## config.mk

```make
export PLATFORM = sky130hd
export DESIGN_NAME = wb_stage_skid_flat
export DESIGN_NICKNAME = d
export VERILOG_FILES = /design/src/rtl/wb_pkg.sv /design/src/rtl/wb_stage_skid_if.sv /design/src/rtl/wb_payload_reg.sv /design/src/rtl/wb_stage_skid.sv /design/src/flat_wrapper.sv
export SDC_FILE = /design/constraint.sdc
export NUM_CORES = 1
export LEC_CHECK = 0
export BUFFER_PORTS_ARGS = -buffer_cell sky130_fd_sc_hd__buf_2
export CORE_MARGIN = 2
export CORE_UTILIZATION = 55
export CTS_BUF_LIST = sky130_fd_sc_hd__clkbuf_2
export CTS_CLUSTER_DIAMETER = 30
export CTS_CLUSTER_SIZE = 24
export DETAILED_ROUTE_END_ITERATION = 8
export GPL_TIMING_DRIVEN = 0
export MAX_ROUTING_LAYER = met4
export PLACE_DENSITY = 0.94
export SYNTH_ARGS = -nofsm -noshare
export SYNTH_HDL_FRONTEND = slang
export SYNTH_SLANG_ARGS = --single-unit
```

## constraint.sdc

```tcl
create_clock -name clk -period 2 [get_ports clk]
set_input_delay 0 -clock clk [delete_from_list [all_inputs] [get_ports clk]]
set_output_delay 0 -clock clk [all_outputs]
set_load 0.05 [all_outputs]
```

## src/rtl/wb_pkg.sv

```systemverilog
// Shared types for the elastic MEM->WB stage.
package wb_pkg;

    localparam int unsigned DATA_W_DEF = 16;
    localparam int unsigned ADDR_W_DEF = 4;

    // Occupancy of the two-slot skid buffer.
    typedef enum logic [1:0] {
        EMPTY = 2'd0,
        ONE   = 2'd1,
        FULL  = 2'd2
    } wb_state_e;

    // Writeback payload at the default core widths.
    typedef struct packed {
        logic                  mem_to_reg;
        logic                  reg_write;
        logic [ADDR_W_DEF-1:0] dest_add;
        logic [DATA_W_DEF-1:0] mem_read_data;
        logic [DATA_W_DEF-1:0] alu_result;
    } wb_payload_t;

    // Flattened payload width for a given data/address width.
    function automatic int unsigned payload_width(input int unsigned data_w,
                                                  input int unsigned addr_w);
        return 2 + addr_w + 2 * data_w;
    endfunction

endpackage

```

## src/rtl/wb_stage_skid_if.sv

```systemverilog
// MEM->WB handshake bus; master is the memory side / register file, slave is the stage.
interface wb_stage_skid_if #(
    parameter int unsigned DATA_W = 16,
    parameter int unsigned ADDR_W = 4
);
    logic              in_valid;
    logic              in_ready;
    logic              MemToRegM;
    logic              RegWriteM;
    logic [ADDR_W-1:0] destAddM;
    logic [DATA_W-1:0] MemReadDataM;
    logic [DATA_W-1:0] alu_resultM;

    logic              out_valid;
    logic              out_ready;
    logic              MemToRegW;
    logic              RegWriteW;
    logic [ADDR_W-1:0] destAddW;
    logic [DATA_W-1:0] MemReadDataW;
    logic [DATA_W-1:0] alu_resultW;
    logic [DATA_W-1:0] wb_data;

    modport master (
        output in_valid, MemToRegM, RegWriteM, destAddM, MemReadDataM, alu_resultM,
        output out_ready,
        input  in_ready,
        input  out_valid, MemToRegW, RegWriteW, destAddW, MemReadDataW, alu_resultW, wb_data
    );

    modport slave (
        input  in_valid, MemToRegM, RegWriteM, destAddM, MemReadDataM, alu_resultM,
        input  out_ready,
        output in_ready,
        output out_valid, MemToRegW, RegWriteW, destAddW, MemReadDataW, alu_resultW, wb_data
    );
endinterface

```

## src/rtl/wb_payload_reg.sv

```systemverilog
// One payload slot: loadable register, cleared asynchronously by reset.
module wb_payload_reg #(
    parameter int unsigned W = 1
) (
    input  logic         clk,
    input  logic         reset,
    input  logic         load_i,
    input  logic [W-1:0] d_i,
    output logic [W-1:0] q_o
);

    logic [W-1:0] data_q;

    // Capture on load, otherwise hold.
    always_ff @(posedge clk or negedge reset) begin
        if (!reset) begin
            data_q <= '0;
        end else if (load_i) begin
            data_q <= d_i;
        end
    end

    assign q_o = data_q;

endmodule

```

## src/rtl/wb_stage_skid.sv

```systemverilog
// Elastic MEM->WB stage: two-entry skid buffer, flush, gated writeback and forwarding hit.
module wb_stage_skid
    import wb_pkg::*;
#(
    parameter int unsigned DATA_W   = 16,
    parameter int unsigned ADDR_W   = 4,
    parameter bit          ZERO_REG = 1'b1
) (
    input  logic              clk,
    input  logic              reset,
    input  logic              flush,
    input  logic [ADDR_W-1:0] query_addr,
    output logic              fwd_hit,
    wb_stage_skid_if.slave    bus
);

    localparam int unsigned PAYLOAD_W = payload_width(DATA_W, ADDR_W);

    typedef struct packed {
        logic              mem_to_reg;
        logic              reg_write;
        logic [ADDR_W-1:0] dest_add;
        logic [DATA_W-1:0] mem_read_data;
        logic [DATA_W-1:0] alu_result;
    } slot_t;

    wb_state_e state_q;
    wb_state_e state_d;

    slot_t in_slot;
    slot_t main_d;
    slot_t main_q;
    slot_t skid_q;

    logic accept;
    logic pop;
    logic main_load;
    logic skid_load;
    logic main_from_skid;
    logic dest_ok;
    logic reg_write_w;

    assign in_slot = '{bus.MemToRegM, bus.RegWriteM, bus.destAddM,
                       bus.MemReadDataM, bus.alu_resultM};

    assign bus.in_ready  = (state_q != FULL);
    assign bus.out_valid = (state_q != EMPTY);
    assign accept        = bus.in_valid & bus.in_ready;
    assign pop           = bus.out_valid & bus.out_ready;

    // State register.
    always_ff @(posedge clk or negedge reset) begin
        if (!reset) begin
            state_q <= EMPTY;
        end else begin
            state_q <= state_d;
        end
    end

    // Next-state: flush dominates, otherwise track occupancy.
    always_comb begin
        state_d = state_q;
        if (flush) begin
            state_d = EMPTY;
        end else begin
            case (state_q)
                EMPTY: if (accept) state_d = ONE;
                ONE: begin
                    if (accept && !pop) begin
                        state_d = FULL;
                    end else if (!accept && pop) begin
                        state_d = EMPTY;
                    end
                end
                FULL: if (pop) state_d = ONE;
                default: state_d = EMPTY;
            endcase
        end
    end

    // Slot load controls; a flush only clears valid state, payloads hold.
    always_comb begin
        main_load      = 1'b0;
        skid_load      = 1'b0;
        main_from_skid = 1'b0;
        if (!flush) begin
            case (state_q)
                EMPTY: main_load = accept;
                ONE: begin
                    main_load = accept & pop;
                    skid_load = accept & ~pop;
                end
                FULL: begin
                    main_load      = pop;
                    main_from_skid = 1'b1;
                end
                default: ;
            endcase
        end
    end

    assign main_d = main_from_skid ? skid_q : in_slot;

    wb_payload_reg #(.W(PAYLOAD_W)) u_main (
        .clk    (clk),
        .reset  (reset),
        .load_i (main_load),
        .d_i    (main_d),
        .q_o    (main_q)
    );

    wb_payload_reg #(.W(PAYLOAD_W)) u_skid (
        .clk    (clk),
        .reset  (reset),
        .load_i (skid_load),
        .d_i    (in_slot),
        .q_o    (skid_q)
    );

    // Stale or register-zero entries must never write or forward.
    assign dest_ok     = !ZERO_REG || (main_q.dest_add != '0);
    assign reg_write_w = main_q.reg_write & bus.out_valid & dest_ok;

    assign bus.MemToRegW    = main_q.mem_to_reg;
    assign bus.RegWriteW    = reg_write_w;
    assign bus.destAddW     = main_q.dest_add;
    assign bus.MemReadDataW = main_q.mem_read_data;
    assign bus.alu_resultW  = main_q.alu_result;
    assign bus.wb_data      = main_q.mem_to_reg ? main_q.mem_read_data : main_q.alu_result;
    assign fwd_hit          = reg_write_w && (main_q.dest_add == query_addr);

endmodule

```

## src/flat_wrapper.sv

```systemverilog
// flat-port wrapper written by rule: the top's interface ports become plain ports
module wb_stage_skid_flat import wb_pkg::*;
#(
    parameter int unsigned DATA_W   = 16,
    parameter int unsigned ADDR_W   = 4,
    parameter bit          ZERO_REG = 1'b1
)
  (clk, reset, flush, query_addr, fwd_hit, bus_in_valid, bus_MemToRegM, bus_RegWriteM, bus_destAddM, bus_MemReadDataM, bus_alu_resultM, bus_out_ready, bus_in_ready, bus_out_valid, bus_MemToRegW, bus_RegWriteW, bus_destAddW, bus_MemReadDataW, bus_alu_resultW, bus_wb_data);
  wb_stage_skid_if #(.DATA_W(DATA_W), .ADDR_W(ADDR_W)) bus_i ();
  input  logic clk;
  input  logic reset;
  input  logic flush;
  input  logic [ADDR_W-1:0] query_addr;
  output logic fwd_hit;
  input wire logic [$bits(bus_i.in_valid)-1:0] bus_in_valid;
  input wire logic [$bits(bus_i.MemToRegM)-1:0] bus_MemToRegM;
  input wire logic [$bits(bus_i.RegWriteM)-1:0] bus_RegWriteM;
  input wire logic [$bits(bus_i.destAddM)-1:0] bus_destAddM;
  input wire logic [$bits(bus_i.MemReadDataM)-1:0] bus_MemReadDataM;
  input wire logic [$bits(bus_i.alu_resultM)-1:0] bus_alu_resultM;
  input wire logic [$bits(bus_i.out_ready)-1:0] bus_out_ready;
  output wire logic [$bits(bus_i.in_ready)-1:0] bus_in_ready;
  output wire logic [$bits(bus_i.out_valid)-1:0] bus_out_valid;
  output wire logic [$bits(bus_i.MemToRegW)-1:0] bus_MemToRegW;
  output wire logic [$bits(bus_i.RegWriteW)-1:0] bus_RegWriteW;
  output wire logic [$bits(bus_i.destAddW)-1:0] bus_destAddW;
  output wire logic [$bits(bus_i.MemReadDataW)-1:0] bus_MemReadDataW;
  output wire logic [$bits(bus_i.alu_resultW)-1:0] bus_alu_resultW;
  output wire logic [$bits(bus_i.wb_data)-1:0] bus_wb_data;
  assign bus_i.in_valid = bus_in_valid;
  assign bus_i.MemToRegM = bus_MemToRegM;
  assign bus_i.RegWriteM = bus_RegWriteM;
  assign bus_i.destAddM = bus_destAddM;
  assign bus_i.MemReadDataM = bus_MemReadDataM;
  assign bus_i.alu_resultM = bus_alu_resultM;
  assign bus_i.out_ready = bus_out_ready;
  assign bus_in_ready = bus_i.in_ready;
  assign bus_out_valid = bus_i.out_valid;
  assign bus_MemToRegW = bus_i.MemToRegW;
  assign bus_RegWriteW = bus_i.RegWriteW;
  assign bus_destAddW = bus_i.destAddW;
  assign bus_MemReadDataW = bus_i.MemReadDataW;
  assign bus_alu_resultW = bus_i.alu_resultW;
  assign bus_wb_data = bus_i.wb_data;
  wb_stage_skid #(.DATA_W(DATA_W), .ADDR_W(ADDR_W), .ZERO_REG(ZERO_REG)) u_core (.clk(clk), .reset(reset), .flush(flush), .query_addr(query_addr), .fwd_hit(fwd_hit), .bus(bus_i));
endmodule
```

# After elaboration in Yosys (flattened, before gate mapping)
# Cells that the tools add are included.
# totals
regBits	78
in_bits	47
out_inout_bits	57
elab_cells	40
# classes
n_eq_ne	7
mux	14
bitwise_logic	7
reduce_logical	9
# op_table
operator	count
38-bit 2-to-1 mux	1
16-bit 2-to-1 mux	1
2-bit 2-to-1 mux	5
1-bit AND	6
3-bit by 2-bit inequality test with 1-bit output (second input constant)	2
2-bit case mux with 3 select lines	1
1-bit 2-to-1 mux	5
4-bit equality test	1
4-bit by 2-bit inequality test with 1-bit output (second input constant)	1
4-bit nonzero test	1
1-bit logical AND	3
1-bit case mux with 3 select lines	1
3-bit AND reduction	1
2-bit by 1-bit equality test with 1-bit output (second input constant)	1
2-bit equality test (second input constant)	1
1-bit logical NOT	2
2-bit logical NOT	1
2-bit inequality test (second input constant)	1
2-bit nonzero test	1
1-bit NOT	1

# Logic depth before layout (Yosys ltp)
# Gate-level depths: netlist of the first run.
# logic_depth
depth_word	8
mapped_depth	6
depth_no_buf	4

# Hierarchy
# A second synthesis of the first run with hierarchy kept.
# unflattened
cells_unflattened	248
area_unflattened_um2	3983.8
# modules_own_cells
module	instances	cells_per_inst	area_each_um2	seq_area_each_um2
wb_payload_reg	2	80	1492.7	950.9
wb_stage_skid	1	88	998.5	50.0

# Worst setup path after synthesis of the first run
# Ideal clock, no wire load.
# synth_timing
path_type	register to output
from	register u_core.state_q[1]
to	output fwd_hit
arrival_ns	1.902
t_required_ns	2.000
path_slack_ns	0.098
stages_incl_launch_ff	4
n_path_buf	0
path_cell_list	dfrtp_1 or2_2 nand2_1 nor3_1
# synth_between
elab_chain_len	4
# synth_lines
element	line	text
start: declaration	wb_stage_skid.sv:27	wb_state_e state_q;
start signal: assignment	wb_stage_skid.sv:56	state_q <= state_d;
2-bit nonzero test	wb_stage_skid.sv:47	assign bus.out_valid = (state_q != EMPTY);
net bus_out_valid	flat_wrapper.sv:23	output wire logic [$bits(bus_i.out_valid)-1:0] bus_out_valid;
1-bit AND (2 in a row)	wb_stage_skid.sv:122	assign reg_write_w = main_q.reg_write & bus.out_valid & dest_ok;
1-bit logical AND	wb_stage_skid.sv:130	assign fwd_hit = reg_write_w && (main_q.dest_add == query_addr);
end: declaration	flat_wrapper.sv:14	output logic fwd_hit;
# The timed path passes the listed nets, and every way through them passes these cells.

# Worst setup path after layout of the first run
# layout_timing
from	register u_core.state_q[0]
to	register u_core.u_main.data_q[19] (netlist: u_core.u_main.q_o[19])
# layout_between
elab_chain_len	5
elab_cells_between_ends	13
cone_classes	3 x eq/ne; 5 x mux; 3 x bitwise; 2 x reduce/logical
# layout_lines
element	line	text
2-bit inequality test / 2-bit nonzero test (equally long branches)	wb_stage_skid.sv:46, wb_stage_skid.sv:47	
1-bit AND (on tied branches)	wb_stage_skid.sv:48, wb_stage_skid.sv:49	
1-bit AND	wb_stage_skid.sv:90	main_load = accept & pop;
1-bit case mux with 3 select lines	wb_stage_skid.sv:87	case (state_q)
1-bit 2-to-1 mux	wb_stage_skid.sv:86	if (!flush) begin
end signal: assignment	wb_payload_reg.sv:19	data_q <= d_i;
end: declaration	wb_payload_reg.sv:12	logic [W-1:0] data_q;
# Several ways; a longest one is shown, not always the timed one.
# A chain may end at the register's enable or synchronous reset.

==> metrics.md, run 1 <==
| Metric | Value |
|---|---|
| Sink Count | 78 |
| Total power | 0.00546 W |
| I/O pin count | 104 |
| Tot GR Track Use | 0.249 |
| Overall via count from detail_route | 2744 |
| Arrival time worst endpoint | 2.27 ns |
| Starting Density | 0.576 |
| Startpoint Class | register |
| Status | completed |
| Max_slew headroom | 0.772 |
| Slew @ Worst Pin | 0.339 ns |
| Asr flop ratio synth | 1.00 |
| Area growth, synth to finish | 31.7% |
| Clock input transition at the sequential cells of the worst setup and hold paths | 0.22 ns |
| Drt drc | 0 |
| First-pass GRT wire length | 14200 um |
| DRT antenna net count | 0 |
| Final slew viol count | 0 |
| Row cnt | 30 |
| Area of the core | 0.00691 mm^2 |
| RSZ-0062 raised after global routing | false |
| DRT Pass-1 Iters | 4 |
| Max Freq | 542 MHz |
| Min-delay worst type | in -> reg |
| P_leak | 2.49 nW |
| Mapped Avg Cell Area | 14.1 um^2 |
| Root Driver | clkbuf_2 |
| CP required | 2.42 ns |
| Fraction of layout cells with a size suffix above 1 | 0.579 |
| Yosys warns | 0 |
| DP HPWL | 5740 um |
| CTS tree | yes |
| Sequential area share after synthesis | 0.491 |
| Avg WL per Cell | 16.8 um |
| Gate Count Post-Synth | 282 |
| Buffer depth of the longest clock path | 2 |
| Main flop type after synthesis | dfrtp_1 |
| Worst VDD drop | 747 uV |
| Placed Cells | 482 |
| Pwr/cell area | 1040 mW/mm^2 |
| CP Class | reg -> reg |
| Syn nets | 329 |
| Starting DRC count in detailed routing | 53 |
| Port Buffers | 103 |
| Largest net degree at the start of global routing | 44 |
| Vias/cell | 5.05 |
| Tcrit/Tclk final | 0.923 |
| Chip width | 89.0 um |
| Nets@finish | 489 |
| Setup Viol. Count Final | 0 |
| Yosys cell types | 26 |
| Skew-Pair Late Insertion Delay | 0.53 ns |
| Final count of hold timing violations | 0 |
| Total negative setup slack | 0 ns |
| Number of global-route vias before repair | 2941 |
| Setup Skew | 0.0295 ns |
| Crit-path max FO | 10 |
| Seq cells post-synth | 78 |
| Finished Layout Cells | 543 |
| EDFF count, synth | 0 |
| Post-Route Hold Slack | 0.225 ns |
| Max-Cap Viols | 0 |
| Crit path time final | 1.85 ns |
| Syn Std Cell Area | 0.00398 mm^2 |
| Final wirelength | 9140 um |
| TritonCTS buffer count | 9 |
| H-tree depth | 3 |
| RePlAce Congestion | 0.823 |
| Die height | 89.0 um |
| Setup crit end kind | register |
| Total grt overflow | 0 |
| N_diodes | 0 |
| Die ar. | 0.00793 mm^2 |
| Initial antenna violation count | 0 |
logic make-up (layout without fill, tap and decap cells):
| logic type | Yosys count | count (layout) | share of synthesized area |
|---|---|---|---|
| simple gates | 14 | 14 | 0.0217 |
| flops | 78 | 78 | 0.491 |
| compound gates | 4 | 4 | 0.00661 |
| mux | 131 | 131 | 0.379 |
| buf+inv | 51 | 216 | 0.0925 |
| xor+xnor | 4 | 4 | 0.00881 |
repair_timing:
item | CTS | global route
endpoints found under the setup margin | 16 | 20
setup buffers | 0 | 2
hold endpoints to repair | 156 | 0
hold buffers | 44 | 0
gates resized for setup | 3 | 2
power by group:
group | total [W] | internal [W] | switching [W]
clock network | 0.000959 | 0.000417 | 0.000542
registers | 0.00222 | 0.00196 | 0.000263
logic | 0.00228 | 0.000897 | 0.00138
total | 0.00546 | 0.00327 | 0.00219
worst max-delay path, stage by stage, from the launching register on:
cell and delay (ns):
dfrtp_1 0.45, nand2b_2 0.20, nor2_2 0.13, buf_2 0.32
mux2_1 0.35, mux2_1 0.31
final timing paths:
kind                                                endpoint  cells past startpoint                              from  slack (ns)
setup / recovery           u_core.u_main.q_o[19]$_DFFE_PN0P_                      5     u_core.state_q[0]$_DFFE_PN0P_        0.15
hold / removal             u_core.u_skid.q_o[25]$_DFFE_PN0P_                      3               bus_MemReadDataM[9]        0.22
setup reg to reg           u_core.u_main.q_o[19]$_DFFE_PN0P_                      5     u_core.state_q[0]$_DFFE_PN0P_        0.15
hold reg to reg             u_core.u_skid.q_o[0]$_DFFE_PN0P_                      1  u_core.u_skid.q_o[0]$_DFFE_PN0P_        0.52
max in group asynchronous  u_core.u_skid.q_o[35]$_DFFE_PN0P_                      4                             reset        1.22
min in group asynchronous  u_core.u_main.q_o[22]$_DFFE_PN0P_                      4                             reset        0.52
stage by stage:
step                      area (um^2)  setup WS, ns   util
after floorplan                  3980        0.0981      -
after global placement           4610       -0.0446  0.668
after detailed placement         4630       -0.0400  0.671
after CTS                        5220       0.00509  0.755
after global routing             5240        0.0335  0.758
final                            5240         0.154  0.758
layer usage:
layer	wire, um	GRT usage	vias up
met2	4820	0.433	80
li1	-	-	1280
met5	0	-	-
met1	3750	0.285	1370
met4	151	0.0991	0
met3	408	0.0452	14
cell usage in the layout (no fill, tap or decap), types with 2 or more instances in the layout:
master	n
a21oi_1	2
buf_2	107
clkbuf_2	11
nand2_1	2
mux2_2	73
mux2_4	9
dfrtp_1	77
clkinv_2	2
buf_6	3
buf_12	2
mux2_1	49
nor2_1	2
xnor2_1	4
bufinv_16	2
buf_4	43
dlygate4sd3_1	43
cell type report:
type                       count  area, um^2
clock inverter                 5        73.8
timing repair buffer         150        1000
sequential                    78        1950
fill                         480        1670
buffer                        49         367
clock buffer                  11        55.1
inverter                       1        3.75
tap                           96         120
multi-input combinational    153        1660
flip-flops by register name, summed over array words and instances, names as in the netlist:
register / flops
u_core.state_q: 2
u_core.u_skid.q_o: 38
u_core.u_main.q_o: 38
cells in the mapped netlist, types with 2 or more instances:
| cell | number | area, um^2 |
|---|---|---|
| buf_4 | 39 | 293 |
| mux2_2 | 73 | 822 |
| nand2_1 | 2 | 7.51 |
| mux2_1 | 49 | 552 |
| mux2_4 | 9 | 135 |
| dfrtp_1 | 78 | 1950 |
| nor2_1 | 2 | 7.51 |
| buf_6 | 3 | 33.8 |
| buf_2 | 6 | 30.0 |
| a21oi_1 | 2 | 10.0 |
| xnor2_1 | 4 | 35.0 |
(Power assumes the default switching activity.)
==> run 2: changes to the inputs <==
BUFFER_PORTS_ARGS = not set   (was -buffer_cell sky130_fd_sc_hd__buf_2)
CORE_UTILIZATION = 62   (was 55)
DONT_BUFFER_PORTS = 1   (was not set)
PLACE_DENSITY = 0.89   (was 0.94)
==> metrics.md, run 2 (synthesis gave the netlist of run 1 again) <==
| Metric | Value |
|---|---|
| Post-Route Hold Slack | 0.0930 ns (-0.132 ns) |
| Row cnt | 29 (-3.3%) |
| Chip width | 84.1 um (-5.5%) |
| Total negative setup slack | 0 ns (unchanged) |
| Die ar. | 0.00707 mm^2 (-11%) |
| Crit-path max FO | 10 (unchanged) |
| Placed Cells | 359 (-26%) |
| Sink Count | 78 (unchanged) |
| Buffer depth of the longest clock path | 2 (unchanged) |
| I/O pin count | 104 (unchanged) |
| Crit Reg-Reg Startpoint | u_core.state_q[0]$_DFFE_PN0P_ |
| Skew-Pair Late Insertion Delay | 0.52 ns (about the same) |
| DRT antenna net count | 0 (unchanged) |
| Root Driver | clkbuf_2 |
| Slew @ Worst Pin | 0.820 ns (+0.481 ns) |
| Drt drc | 0 (unchanged) |
| DRT Pass-1 Iters | 4 (unchanged) |
| Finished Layout Cells | 419 (-23%) |
| Hold_sp | bus_out_ready |
| Total grt overflow | 0 (unchanged) |
| Final wirelength | 8100 um (-11%) |
| Pwr/cell area | 1090 mW/mm^2 (+4.8%) |
| Clock input transition at the sequential cells of the worst setup and hold paths | 0.19 ns (-0.03 ns) |
| Starting DRC count in detailed routing | 74 (+40%) |
| Area of the core | 0.00628 mm^2 (-9.1%) |
| Arrival time worst endpoint | 2.34 ns (+0.07 ns) |
| Most frequent cells in the layout | dfrtp_1, mux2_2, mux2_1 |
| TritonCTS buffer count | 9 (unchanged) |
| Max-Cap Viols | 0 (unchanged) |
| Final count of hold timing violations | 0 (unchanged) |
| Crit path from | u_core.state_q[0]$_DFFE_PN0P_ |
| RSZ-0062 raised after global routing | false |
| Setup Viol. Count Final | 0 (unchanged) |
| RePlAce Congestion | 0.708 (-14%) |
| Starting Density | 0.633 (+0.0577) |
| DP HPWL | 5000 um (-13%) |
| Startpoint Class | register |
| N_diodes | 0 (unchanged) |
| CTS tree | yes |
| Setup crit end kind | register |
| Min-delay worst type | in -> reg |
| Initial antenna violation count | 0 (unchanged) |
| Port Buffers | 0 (-100%) |
| H-tree depth | 3 (unchanged) |
| Area growth, synth to finish | 20.0% |
| Overall via count from detail_route | 2342 (-15%) |
| Avg WL per Cell | 19.3 um (+15%) |
| Nets@finish | 385 (-21%) |
| Most common cell after layout, fill and taps aside | dfrtp_1 |
| Fillers | 380 (-21%) |
| CP Class | reg -> reg |
| CP required | 2.42 ns (about the same) |
| Number of global-route vias before repair | 2631 (-11%) |
| Final slew viol count | 0 (unchanged) |
| Status | completed |
| Max_slew headroom | 0.454 (-0.319) |
| Largest net degree at the start of global routing | 53 (+20%) |
| Setup Skew | 0.0394 ns (+0.00988 ns) |
| Vias/cell | 5.59 (+11%) |
| First-pass GRT wire length | 13600 um (-4.6%) |
| Crit path time final | 1.92 ns (+0.0743 ns) |
| Tot GR Track Use | 0.259 (+0.0104) |
| Worst VDD drop | 718 uV (-3.9%) |
| Die height | 84.1 um (-5.5%) |
| Fraction of layout cells with a size suffix above 1 | 0.456 (-0.123) |
| Max Freq | 521 MHz (-3.9%) |
| P_leak | 2.13 nW (-15%) |
| Tcrit/Tclk final | 0.960 (+0.0372) |
[run 2: changes by cell type in the layout (fill, tap and decap cells not counted), moves of 2 or more]
cell	previous run	this run
buf_12	2	0
buf_2	107	4
buf_4	43	40
mux2_2	73	64
clkbuf_2	11	9
mux2_4	9	18
buf_16	0	2
[run 2: worst max-delay path: stages (launching register included)]
cell	delay [ns]
dfrtp_1	0.46
nand2b_4	0.24
nor2_2	0.17
buf_6	0.19
buf_6	0.20
mux2_4	0.31
mux2_2	0.27
[run 2: timing repair]
action | 4_1_cts | 5_1_grt
setup buffers | 0 | 0
hold buffers | 46 | 0
gates cloned | 0 | 0
hold endpoints to repair | 156 | 0
gates resized for setup | 15 | 11
pin swaps | 1 | 0
endpoints found under the setup margin | 45 | 56
[run 2: area by class of cell]
cell class | instances | area, um^2 | share of cell area
Inverter | 1 | 3.75 | 0.000787
Sequential cell | 78 | 1950 | 0.410
Clock buffer | 9 | 45.0 | 0.00944
Timing Repair Buffer | 46 | 498 | 0.104
Tap cell | 77 | 96.3 | 0.0202
Multi-Input combinational cell | 153 | 1720 | 0.361
Buffer | 49 | 375 | 0.0787
Clock inverter | 6 | 77.6 | 0.0163
[run 2: report_power, final]
part / leakage, nW / internal, W / switching, W
Sequential: 0.938 / 0.00196 / 0.000270
Combinational: 1.11 / 0.000759 / 0.00130
Clock: 0.0766 / 0.000395 / 0.000534
[run 2: path summary, 6_finish.rpt]
| kind | endpoint | slack [ns] | depth (start not counted) |
|---|---|---|---|
| worst max register to register | u_core.u_main.q_o[32]$_DFFE_PN0P_ | 0.08 | 6 |
| worst min-delay path | u_core.u_main.q_o[0]$_DFFE_PN0P_ | 0.09 | 4 |
| worst min register to register | u_core.u_skid.q_o[4]$_DFFE_PN0P_ | 0.51 | 1 |
| worst max-delay path | u_core.u_main.q_o[32]$_DFFE_PN0P_ | 0.08 | 6 |
| min in group asynchronous | u_core.u_skid.q_o[26]$_DFFE_PN0P_ | 0.48 | 3 |
| max in group asynchronous | u_core.u_skid.q_o[12]$_DFFE_PN0P_ | 0.55 | 4 |
[run 2: per-stage QoR]
| step | util | setup WS [ns] | power, W | area (um^2) |
|---|---|---|---|---|
| 6_report | 0.760 | 0.0799 | 0.00522 | 4770 |
| 3_5_place_dp | 0.649 | -0.286 | 0.00412 | 4070 |
| 5_1_grt | 0.760 | 0.00413 | 0.00545 | 4770 |
| 2_1_floorplan | - | 0.0981 | 0.00393 | 3980 |
| 3_3_place_gp | 0.649 | -0.300 | 0.00406 | 4070 |
| 4_1_cts | 0.755 | -0.0719 | 0.00519 | 4740 |
[run 2: layer usage]
layer | up-vias | global-route usage | share of wire | wire length [um]
met1 | 1193 | 0.326 | 0.42 | 3440
met4 | 0 | 0.0938 | 0.015 | 119
li1 | 1064 | - | - | -
met3 | 12 | 0.0475 | 0.044 | 355
met5 | - | - | 0 | 0
met2 | 73 | 0.422 | 0.52 | 4190
==> run 3: changes to the inputs <==
PLACE_DENSITY = 0.78   (was 0.89)
==> metrics.md, run 3 (synthesis gave the netlist of run 1 again) <==
| Metric | Value |
|---|---|
| H-tree depth | 3 (unchanged) |
| Min-delay worst type | in -> async |
| Area of the multi-input gates | 0.00173 mm^2 (+0.29%) |
| Finished Layout Cells | 416 (-0.72%) |
| Avg WL per Cell | 18.3 um (-5.1%) |
| Starting Density | 0.633 (unchanged) |
| Final slew viol count | 0 (unchanged) |
| Arrival time worst endpoint | 1.89 ns (-0.45 ns) |
| Fraction of layout cells with a size suffix above 1 | 0.463 (+0.00699) |
| Chip width | 84.1 um (unchanged) |
| Crit path time final | 1.89 ns (-0.0275 ns) |
| Most frequent cells in the layout | dfrtp_1, mux2_2, mux2_1 |
| TritonCTS buffer count | 9 (unchanged) |
| Most common cell after layout, fill and taps aside | dfrtp_1 |
| Root Driver | clkbuf_2 |
| RSZ-0062 raised after global routing | false |
| DRT antenna net count | 0 (unchanged) |
| Overall via count from detail_route | 2297 (-1.9%) |
| Tcrit/Tclk final | 0.946 (-0.0137) |
| First-pass GRT wire length | 12700 um (-6.7%) |
| Final wirelength | 7630 um (-5.8%) |
| Crit Reg-Reg Startpoint | u_core.state_q[0]$_DFFE_PN0P_ |
| Total grt overflow | 0 (unchanged) |
| CP required | 2.00 ns (-0.42 ns) |
| Die height | 84.1 um (unchanged) |
| Status | completed |
| N_diodes | 0 (unchanged) |
| Die ar. | 0.00707 mm^2 (unchanged) |
| Pwr/cell area | 1130 mW/mm^2 (+3.1%) |
| Row cnt | 29 (unchanged) |
| Vias/cell | 5.52 (-1.2%) |
| Starting DRC count in detailed routing | 49 (-34%) |
| Worst VDD drop | 778 uV (+8.3%) |
| Placed Cells | 359 (unchanged) |
| Final count of hold timing violations | 0 (unchanged) |
| Crit-path max FO | 6 (-4) |
| Clock input transition at the sequential cells of the worst setup and hold paths | 0.21 ns (+0.02 ns) |
| Final Instance Area | 0.00476 mm^2 (-0.16%) |
| FF/Latch Area | 0.00195 mm^2 (unchanged) |
| Setup Skew | 0.0181 ns (-0.0213 ns) |
| P_leak | 2.11 nW (-0.86%) |
| Drt drc | 0 (unchanged) |
| Buffer depth of the longest clock path | 2 (unchanged) |
| RePlAce Congestion | 0.741 (+4.7%) |
| Fillers | 390 (+2.6%) |
| Critical path capture point | fwd_hit |
| Number of global-route vias before repair | 2445 (-7.1%) |
| Skew-Pair Late Insertion Delay | 0.52 ns (about the same) |
| Area of the core | 0.00628 mm^2 (unchanged) |
| I/O pin count | 104 (unchanged) |
| Tot GR Track Use | 0.239 (-0.0199) |
| Slew @ Worst Pin | 0.548 ns (-0.271 ns) |
| Placed cell areas | 0.00407 mm^2 (unchanged) |
| DRT Pass-1 Iters | 2 (-2) |
| Nets@finish | 381 (-1.0%) |
| CP Class | reg -> out |
| Max Freq | 528 MHz (+1.5%) |
| DP HPWL | 4910 um (-1.8%) |
| Max-Cap Viols | 0 (unchanged) |
| Initial antenna violation count | 0 (unchanged) |
| Startpoint Class | register |
| Sink Count | 78 (unchanged) |
| Setup crit end kind | output pin |
| CTS tree | yes |
| Area growth, synth to finish | 19.8% |
| Max_slew headroom | 0.631 (+0.178) |
| Reg2Reg Setup Slack | 0.14 ns (+0.06 ns) |
| Setup Viol. Count Final | 0 (unchanged) |
| Crit path from | u_core.state_q[1]$_DFFE_PN0P_ |
| Reg-to-reg critical path endpoint | u_core.u_main.q_o[3]$_DFFE_PN0P_ |
| Largest net degree at the start of global routing | 79 (+49%) |
| Worst reg-to-reg path cell count | 5 (-1) |
| Port Buffers | 0 (unchanged) |
-- run 3: cell types whose count changed in the layout (fill, tap and decap cells not counted), sizes merged --
cell,delta
clkinv,-3
clkinvlp,+2
buf,-1
bufinv,+1
dlygate4sd3,-1
dlymetal6s4s,-1
-- run 3: layout make-up --
| type | count | area share |
|---|---|---|
| Clock inverter | 6 | 0.0231 |
| Buffer | 48 | 0.0788 |
| Multi-Input combinational cell | 153 | 0.362 |
| Sequential cell | 78 | 0.410 |
| Clock buffer | 10 | 0.0105 |
| Tap cell | 77 | 0.0202 |
| Timing Repair Buffer | 43 | 0.0940 |
| Inverter | 1 | 0.000788 |
-- run 3: how the worst min path moves through the flow --
stage / start / cells past startpoint / endpoint / slack [ns]
3_5_place_dp: reset / 0 / u_core.u_main.q_o[33]$_DFFE_PN0P_ / -0.29
4_1_cts: reset / 2 / u_core.u_skid.q_o[11]$_DFFE_PN0P_ / 0.01
3_3_place_gp: reset / 0 / u_core.u_main.q_o[33]$_DFFE_PN0P_ / -0.29
2_1_floorplan: reset / 0 / u_core.state_q[0]$_DFFE_PN0P_ / -0.30
6_report: reset / 2 / u_core.u_main.q_o[34]$_DFFE_PN0P_ / 0.02
5_1_grt: bus_out_ready / 4 / u_core.u_main.q_o[5]$_DFFE_PN0P_ / 0.01
-- run 3: where the power goes --
group | leakage (nW) | internal [W] | switching (W) | total (W)
logic | 1.08 | 0.000759 | 0.00129 | 0.00205
clock network | 0.0881 | 0.000541 | 0.000557 | 0.00110
registers | 0.938 | 0.00196 | 0.000266 | 0.00222
-- run 3: layer usage --
| metal | GRT usage | part of all wire | vias up |
|---|---|---|---|
| li1 | - | - | 1067 |
| met1 | 0.309 | 0.45 | 1154 |
| met2 | 0.374 | 0.48 | 66 |
| met3 | 0.0485 | 0.048 | 10 |
| met4 | 0.0938 | 0.016 | 0 |
| met5 | - | 0 | - |
-- run 3: timing repair --
item / 4_1_cts / 5_1_grt
gates resized for setup: 20 / 8
hold endpoints to repair: 156 / 0
setup buffers: 0 / 0
pin swaps: 0 / 1
endpoints found under the setup margin: 43 / 41
hold buffers: 43 / 0
gates cloned: 0 / 0
-- run 3: critical path, cell delays in order (launching register included) --
cell     delay [ns]
dfrtp_2        0.49
or2_4          0.25
nand2_1        0.17
nor3_4         0.45
-- run 3: through the flow --
stage | hold WS, ns | power (W) | util | worst slack (ns) | TNS, ns
after floorplan | -0.296 | 0.00393 | - | 0.0981 | 0
after global placement | -0.293 | 0.00406 | 0.649 | -0.321 | -3.12
after detailed placement | -0.294 | 0.00411 | 0.649 | -0.312 | -3.35
after CTS | 0.0114 | 0.00540 | 0.757 | -0.220 | -0.966
after global routing | 0.0139 | 0.00561 | 0.759 | 0.0126 | 0
final | 0.0158 | 0.00537 | 0.759 | 0.107 | 0
